**config.mk**
```make
export PLATFORM = sky130hd
export DESIGN_NAME = operand_queue_flat
export DESIGN_NICKNAME = d
export VERILOG_FILES = /design/src/rtl/operand_queue_pkg.sv /design/src/rtl/operand_queue_if.sv /design/src/rtl/operand_queue_storage.sv /design/src/rtl/operand_queue.sv /design/src/flat_wrapper.sv
export SDC_FILE = /design/constraint.sdc
export NUM_CORES = 1
export LEC_CHECK = 0
export ABC_AREA = 1
export CELL_PAD_IN_SITES_DETAIL_PLACEMENT = 1
export CELL_PAD_IN_SITES_GLOBAL_PLACEMENT = 1
export CORE_ASPECT_RATIO = 2
export CORE_UTILIZATION = 40
export CTS_BUF_LIST = sky130_fd_sc_hd__clkbuf_8
export DETAILED_ROUTE_END_ITERATION = 10
export PLACE_DENSITY = 0.73
export SLEW_MARGIN = 20
export SYNTH_ARGS = -nofsm -noshare
export SYNTH_HDL_FRONTEND = slang
export SYNTH_SLANG_ARGS = --single-unit
export TNS_END_PERCENT = 30
```
**constraint.sdc**
```tcl
create_clock -name clk -period 3.9 [get_ports clk]
set_clock_uncertainty 0.1 [all_clocks]
set_input_delay 0.78 -clock clk [delete_from_list [all_inputs] [get_ports clk]]
set_output_delay 0.78 -clock clk [all_outputs]
set_load 0.005 [all_outputs]
```
**src/rtl/operand_queue_pkg.sv**
```systemverilog
// Shared opcode encoding for the operand queue and its controller.
package operand_queue_pkg;

  localparam int OPCODE_W = 3;

  typedef enum logic [OPCODE_W-1:0] {
    OP_NOP       = 3'b000,
    OP_PUSH      = 3'b001,
    OP_POP       = 3'b010,
    OP_POP2_PUSH = 3'b011,
    OP_CLEAR     = 3'b100
  } opcode_e;

endpackage

```
**src/rtl/operand_queue_if.sv**
```systemverilog
// Controller <-> operand queue bundle: operation request and queue status.
interface operand_queue_if
  import operand_queue_pkg::*;
#(
  parameter int DATA_W = 8,
  parameter int DEPTH  = 8
);
  localparam int AW = $clog2(DEPTH);

  logic                  op_valid;
  logic [OPCODE_W-1:0]   opcode;
  logic [DATA_W-1:0]     din;
  logic                  err_clr;
  logic [2*DATA_W-1:0]   top_conc;
  logic                  pair_valid;
  logic [AW:0]           count;
  logic                  full;
  logic                  empty;
  logic                  op_done;
  logic                  op_ok;
  logic                  err_ovf;
  logic                  err_udf;

  modport master (
    output op_valid, opcode, din, err_clr,
    input  top_conc, pair_valid, count, full, empty, op_done, op_ok, err_ovf, err_udf
  );

  modport slave (
    input  op_valid, opcode, din, err_clr,
    output top_conc, pair_valid, count, full, empty, op_done, op_ok, err_ovf, err_udf
  );
endinterface

```
**src/rtl/operand_queue_storage.sv**
```systemverilog
// Unreset entry array: one synchronous write port, two asynchronous read ports.
module queue_storage #(
  parameter int DATA_W = 8,
  parameter int DEPTH  = 8
) (
  input  logic                       clk,
  input  logic                       we,
  input  logic [$clog2(DEPTH)-1:0]   waddr,
  input  logic [DATA_W-1:0]          wdata,
  input  logic [$clog2(DEPTH)-1:0]   raddr0,
  input  logic [$clog2(DEPTH)-1:0]   raddr1,
  output logic [DATA_W-1:0]          rdata0,
  output logic [DATA_W-1:0]          rdata1
);
  logic [DATA_W-1:0] mem_reg [DEPTH];

  always_ff @(posedge clk) begin
    if (we) begin
      mem_reg[waddr] <= wdata;
    end
  end

  assign rdata0 = mem_reg[raddr0];
  assign rdata1 = mem_reg[raddr1];
endmodule

```
**src/rtl/operand_queue.sv**
```systemverilog
// Circular operand queue: pointer/count control, legality decode, sticky
// error flags and the op_done/op_ok status pulse.
module operand_queue
  import operand_queue_pkg::*;
#(
  parameter int DATA_W = 8,
  parameter int DEPTH  = 8
) (
  input  logic            clk,
  input  logic            rst,
  operand_queue_if.slave  bus
);
  localparam int AW = $clog2(DEPTH);

  logic [AW-1:0]     head_reg, head_next;
  logic [AW-1:0]     tail_reg, tail_next;
  logic [AW:0]       count_reg, count_next;
  logic              err_ovf_reg, err_ovf_next;
  logic              err_udf_reg, err_udf_next;
  logic              op_done_reg, op_ok_reg;
  logic              legal, set_ovf, set_udf, do_clear, wr_en;
  logic              full_w, empty_w;
  logic [DATA_W-1:0] front_raw, second_raw;

  assign full_w  = (count_reg == (AW+1)'(DEPTH));
  assign empty_w = (count_reg == '0);

  always_comb begin
    head_next  = head_reg;
    tail_next  = tail_reg;
    count_next = count_reg;
    legal      = 1'b0;
    set_ovf    = 1'b0;
    set_udf    = 1'b0;
    do_clear   = 1'b0;
    wr_en      = 1'b0;
    if (bus.op_valid) begin
      case (bus.opcode)
        OP_NOP: legal = 1'b1;
        OP_PUSH: begin
          if (full_w) begin
            set_ovf = 1'b1;
          end else begin
            legal      = 1'b1;
            wr_en      = 1'b1;
            tail_next  = tail_reg + AW'(1);
            count_next = count_reg + (AW+1)'(1);
          end
        end
        OP_POP: begin
          if (empty_w) begin
            set_udf = 1'b1;
          end else begin
            legal      = 1'b1;
            head_next  = head_reg + AW'(1);
            count_next = count_reg - (AW+1)'(1);
          end
        end
        OP_POP2_PUSH: begin
          // When full, tail equals head: the write lands in the slot being vacated.
          if (count_reg < (AW+1)'(2)) begin
            set_udf = 1'b1;
          end else begin
            legal      = 1'b1;
            wr_en      = 1'b1;
            head_next  = head_reg + AW'(2);
            tail_next  = tail_reg + AW'(1);
            count_next = count_reg - (AW+1)'(1);
          end
        end
        OP_CLEAR: begin
          legal      = 1'b1;
          do_clear   = 1'b1;
          head_next  = '0;
          tail_next  = '0;
          count_next = '0;
        end
        default: set_udf = 1'b1;
      endcase
    end
    // A new error in the same cycle as err_clr keeps the flag set.
    err_ovf_next = (err_ovf_reg & ~bus.err_clr & ~do_clear) | set_ovf;
    err_udf_next = (err_udf_reg & ~bus.err_clr & ~do_clear) | set_udf;
  end

  always_ff @(posedge clk or posedge rst) begin
    if (rst) begin
      head_reg    <= '0;
      tail_reg    <= '0;
      count_reg   <= '0;
      err_ovf_reg <= 1'b0;
      err_udf_reg <= 1'b0;
      op_done_reg <= 1'b0;
      op_ok_reg   <= 1'b0;
    end else begin
      head_reg    <= head_next;
      tail_reg    <= tail_next;
      count_reg   <= count_next;
      err_ovf_reg <= err_ovf_next;
      err_udf_reg <= err_udf_next;
      op_done_reg <= bus.op_valid;
      op_ok_reg   <= legal;
    end
  end

  queue_storage #(
    .DATA_W (DATA_W),
    .DEPTH  (DEPTH)
  ) u_storage (
    .clk    (clk),
    .we     (wr_en),
    .waddr  (tail_reg),
    .wdata  (bus.din),
    .raddr0 (head_reg),
    .raddr1 (head_reg + AW'(1)),
    .rdata0 (front_raw),
    .rdata1 (second_raw)
  );

  assign bus.top_conc   = {(empty_w ? '0 : front_raw),
                           ((count_reg >= (AW+1)'(2)) ? second_raw : '0)};
  assign bus.pair_valid = (count_reg >= (AW+1)'(2));
  assign bus.count      = count_reg;
  assign bus.full       = full_w;
  assign bus.empty      = empty_w;
  assign bus.op_done    = op_done_reg;
  assign bus.op_ok      = op_ok_reg;
  assign bus.err_ovf    = err_ovf_reg;
  assign bus.err_udf    = err_udf_reg;
endmodule
```
**src/flat_wrapper.sv**
```systemverilog
// flat-port wrapper written by rule: the top's interface ports become plain ports
module operand_queue_flat import operand_queue_pkg::*;
#(
  parameter int DATA_W = 8,
  parameter int DEPTH  = 8
)
  (clk, rst, bus_op_valid, bus_opcode, bus_din, bus_err_clr, bus_top_conc, bus_pair_valid, bus_count, bus_full, bus_empty, bus_op_done, bus_op_ok, bus_err_ovf, bus_err_udf);
  operand_queue_if #(.DATA_W(DATA_W), .DEPTH(DEPTH)) bus_i ();
  input  logic clk;
  input  logic rst;
  input wire logic [$bits(bus_i.op_valid)-1:0] bus_op_valid;
  input wire logic [$bits(bus_i.opcode)-1:0] bus_opcode;
  input wire logic [$bits(bus_i.din)-1:0] bus_din;
  input wire logic [$bits(bus_i.err_clr)-1:0] bus_err_clr;
  output wire logic [$bits(bus_i.top_conc)-1:0] bus_top_conc;
  output wire logic [$bits(bus_i.pair_valid)-1:0] bus_pair_valid;
  output wire logic [$bits(bus_i.count)-1:0] bus_count;
  output wire logic [$bits(bus_i.full)-1:0] bus_full;
  output wire logic [$bits(bus_i.empty)-1:0] bus_empty;
  output wire logic [$bits(bus_i.op_done)-1:0] bus_op_done;
  output wire logic [$bits(bus_i.op_ok)-1:0] bus_op_ok;
  output wire logic [$bits(bus_i.err_ovf)-1:0] bus_err_ovf;
  output wire logic [$bits(bus_i.err_udf)-1:0] bus_err_udf;
  assign bus_i.op_valid = bus_op_valid;
  assign bus_i.opcode = bus_opcode;
  assign bus_i.din = bus_din;
  assign bus_i.err_clr = bus_err_clr;
  assign bus_top_conc = bus_i.top_conc;
  assign bus_pair_valid = bus_i.pair_valid;
  assign bus_count = bus_i.count;
  assign bus_full = bus_i.full;
  assign bus_empty = bus_i.empty;
  assign bus_op_done = bus_i.op_done;
  assign bus_op_ok = bus_i.op_ok;
  assign bus_err_ovf = bus_i.err_ovf;
  assign bus_err_udf = bus_i.err_udf;
  operand_queue #(.DATA_W(DATA_W), .DEPTH(DEPTH)) u_core (.clk(clk), .rst(rst), .bus(bus_i));
endmodule
```
==> key figures <==
Clock tree
  • H-tree levels: 3
  • Cts repair resizes: 0
  • Clock slew at reported path FFs: around 70 ps
  • Num CTS Buffers: 9
  • Skew-Pair Late Insertion Delay: between 300 and 400 ps
  • Root Driver: clkbuf_8
  • TritonCTS clock tree: yes
  • Postcts setup bufs: 0
  • CTS max path bufs: 2
  • CTS Hold Bufs: 0
  • Num Clock Sinks: between 70 and 80

Min path
  • Hold EP: u_core.bus.err_udf
  • Hold Crit Class: flop to flop
  • Hold path start: u_core.bus.err_udf
  • Hold depth: 2

STA
  • Setup violators final: 0
  • Max Slew Vio Count: 0
  • Setup TNS: 0 ps
  • Final-report hold violation count: 0
  • Final period util: just over 90%
  • Fin Hold WS: ~440 ps
  • Least-Margin Pin Slew: ~950 ps
  • Max Clock Freq: about 0.28 GHz
  • Max transition margin: between 30% and 40%
  • RSZ-0062 raised after global routing: no
  • Min cycle time layout: 3610 ps

Power
  • Sw Share: 40.4%
  • Comb pwr share: 54.7%
  • Worst vdd ir: roughly 0.4 mV
  • P_int: between 2000 and 2500 uW
  • Pwr Density: 778 mW/mm2
  • Leakage: 0.00195 uW
  • Reg power frac: between 20 and 30%
  • Net Sw Power: 1540 uW
  • Total Power: roughly 3800 uW
  • Clock power share: around 18%

Placement
  • IO Port Bufs: 41
  • Placer Congestion: between 0.8 and 0.9
  • Placed Cells: 639
  • Post-DP HPWL: about 8300 um

Cells and area
  • Final non-filler cell total: 655
  • Number of fill cells: roughly 1,200
  • Sequential Area: 0.00227 mm2
  • Synth-to-Final Area Change: 18.4%
  • Fin nets: 534
  • Diodes inserted: 0
  • Max FFs per register: 64
  • Multi-input logic area: roughly 0.0016 mm2
  • Share of cells above drive strength 1: under 10%

Synth
  • Ys Warns: 0
  • Yosys top cell by area: edfxtp_1
  • #FFs+latches synth: ~80
  • Mapped Cells: 478
  • Top-count cell post-synth: nand2_1
  • Syn_nets: 497
  • Async SR Flop Fraction: 17.9%
  • Synthesized area per cell: between 8 and 9 um2
  • Commonest cells post-synth: nand2_1 (117), edfxtp_1 (64), nor2_1 (59)
  • Post-synth top flop: edfxtp_1
  • Sequential area share after synthesis: roughly 55%
  • Post-Syn Area: a little over 0.004 mm2
  • Post-synth EDFFs: 64
  • Synth area leaders: edfxtp_1 (47%), nand2_1 (11%), dfrtp_1 (8.5%)
  • Count of different cell masters after synthesis: 28
  • Share of the synthesized area in the top cell type: 46.6%

Floorplan
  • Die area: approximately 0.011 mm2
  • Die H: ~150 um
  • Chip width: around 74 um
  • Row Count: between 50 and 60
  • Number of I/O pins: 42
  • Initial Util: between 40% and 50%
  • Placeable Area: 0.0101 mm2

Outcome
  • Status: complete, no violations

Setup path
  • Setup crit end kind: primary output
  • R2R depth: 6
  • Max incr delay on CP: 540 ps
  • Setup CP Type: flop to primary output
  • Critical Path, Cell by Cell: ha_1 -> buf_4 -> clkinv_1 -> nand3_1 -> a21oi_1 -> nor3_1 -> clkdlybuf4s50_1
  • Worst path bufs/invs: 3
  • R2R Path Start: u_core.bus.count[1]
  • Reg-to-Reg End: u_core.u_storage.mem_reg[7][4]
  • Critical Path Fanout Max: 13
  • Crit-path slowest cell: clkdlybuf4s50_1
  • Critical path's top delay family: buffers and inverters
  • Reg2Reg Setup Slack: between 1000 and 1500 ps
  • Critical path arrival: 2730 ps
  • Type of origin of the critical path: flop
  • CP Data Required Time: ~3000 ps

GRT
  • Number of global-route vias before repair: between 3,000 and 4,000
  • First-pass GRT wire length: approximately 19,000 um
  • Initial antenna violation count: 0
  • Maximum number of pins on one net before global-route repair: between 60 and 70
  • Gr ovfl total: 0
  • Tot GR Track Use: 24.2%

Detailed routing
  • Antenna Nets Post-Route: 0
  • DR WL/cell: ~18 um
  • Routed wire length: about 11,000 um
  • DRC errors left: 0
  • Drt first pass iters: 4
  • Number of vias per cell: about 5.3
  • Via Count: between 3,000 and 4,000
  • First DRT Iteration DRCs: 168

Run
  • Max Cap Viol: 0
## worst min-delay path: stages, from the launching register on
cell     delay [ps]
dfrtp_1         380
inv_1            50
o31ai_1          70
## metal layers
metal | GRT usage, % | routed length, um | share of wire (%) | up-vias
li1 | - | - | - | 1675
met1 | 26.0 | 4200 | 37 | 1681
met2 | 44.6 | 6590 | 57 | 90
met3 | 4.50 | 441 | 3.8 | 16
met4 | 9.71 | 260 | 2.3 | 0
met5 | 0 | 0 | 0 | -
## cells in the final DEF (no fill, tap or decap), types with 3 or more instances in the layout
cell type	count
o211ai_1	16
clkbuf_8	11
edfxtp_1	64
nor2_1	59
buf_4	9
o21ai_1	6
clkdlybuf4s50_1	41
dfrtp_1	13
a21oi_1	34
clkinv_1	4
inv_2	6
xor2_1	3
o21ai_0	33
ha_1	4
nor3_1	9
nand2_1	117
or2_2	8
nand3_1	33
inv_1	35
## cell type report
cell class	count	share of cell area [%]
Timing Repair Buffer	50	9.78
Multi-Input combinational cell	333	32.3
Tap cell	135	3.46
Clock inverter	5	1.49
Sequential cell	78	46.5
Inverter	43	3.30
Clock buffer	11	3.10
## through the flow
stage | setup slack [ps] | util [%] | area, um2
global placement | 586 | 46.2 | 4660
detailed placement | 538 | 46.2 | 4660
global route | 131 | 48.4 | 4890
floorplan | 1570 | - | 4130
finish | 292 | 48.4 | 4890
CTS | 262 | 48.4 | 4890
## power groups by stage
stage	sequential (uW)	clock, uW	combinational [uW]
floorplan	1040	0	1200
global placement	1060	0	2050
detailed placement	1070	0	2100
CTS	1050	690	2110
global route	1060	721	2310
finish	1050	676	2080
## worst max-delay path by stage
| stage | from | to | slack, ps | cells past startpoint |
|---|---|---|---|---|
| 5_1_grt | u_core.head_reg[0] | bus_top_conc[6] | 130 | 7 |
| 6_report | u_core.head_reg[0] | bus_top_conc[4] | 290 | 7 |
| 3_3_place_gp | bus_opcode[0] | u_core.u_storage.mem_reg[4][0] | 590 | 7 |
| 3_5_place_dp | bus_opcode[0] | u_core.u_storage.mem_reg[4][0] | 540 | 7 |
| 2_1_floorplan | u_core.head_reg[0] | bus_top_conc[5] | 1570 | 6 |
| 4_1_cts | u_core.head_reg[0] | bus_top_conc[4] | 260 | 7 |
## logic make-up (layout without fill, tap and decap cells)
group                    after synthesis  count (layout)  share of synthesized area, %
flip-flops                            78              78                          55.1
XOR/XNOR                               4               4                          1.03
AO/OA/AOI/OAI                         91              91                          12.2
adder cells (fa/ha/maj)                4               4                          1.21
buffers and inverters                 67             109                          6.61
AND/OR/NAND/NOR                      234             234                          23.9
(Power assumes the default switching activity.)
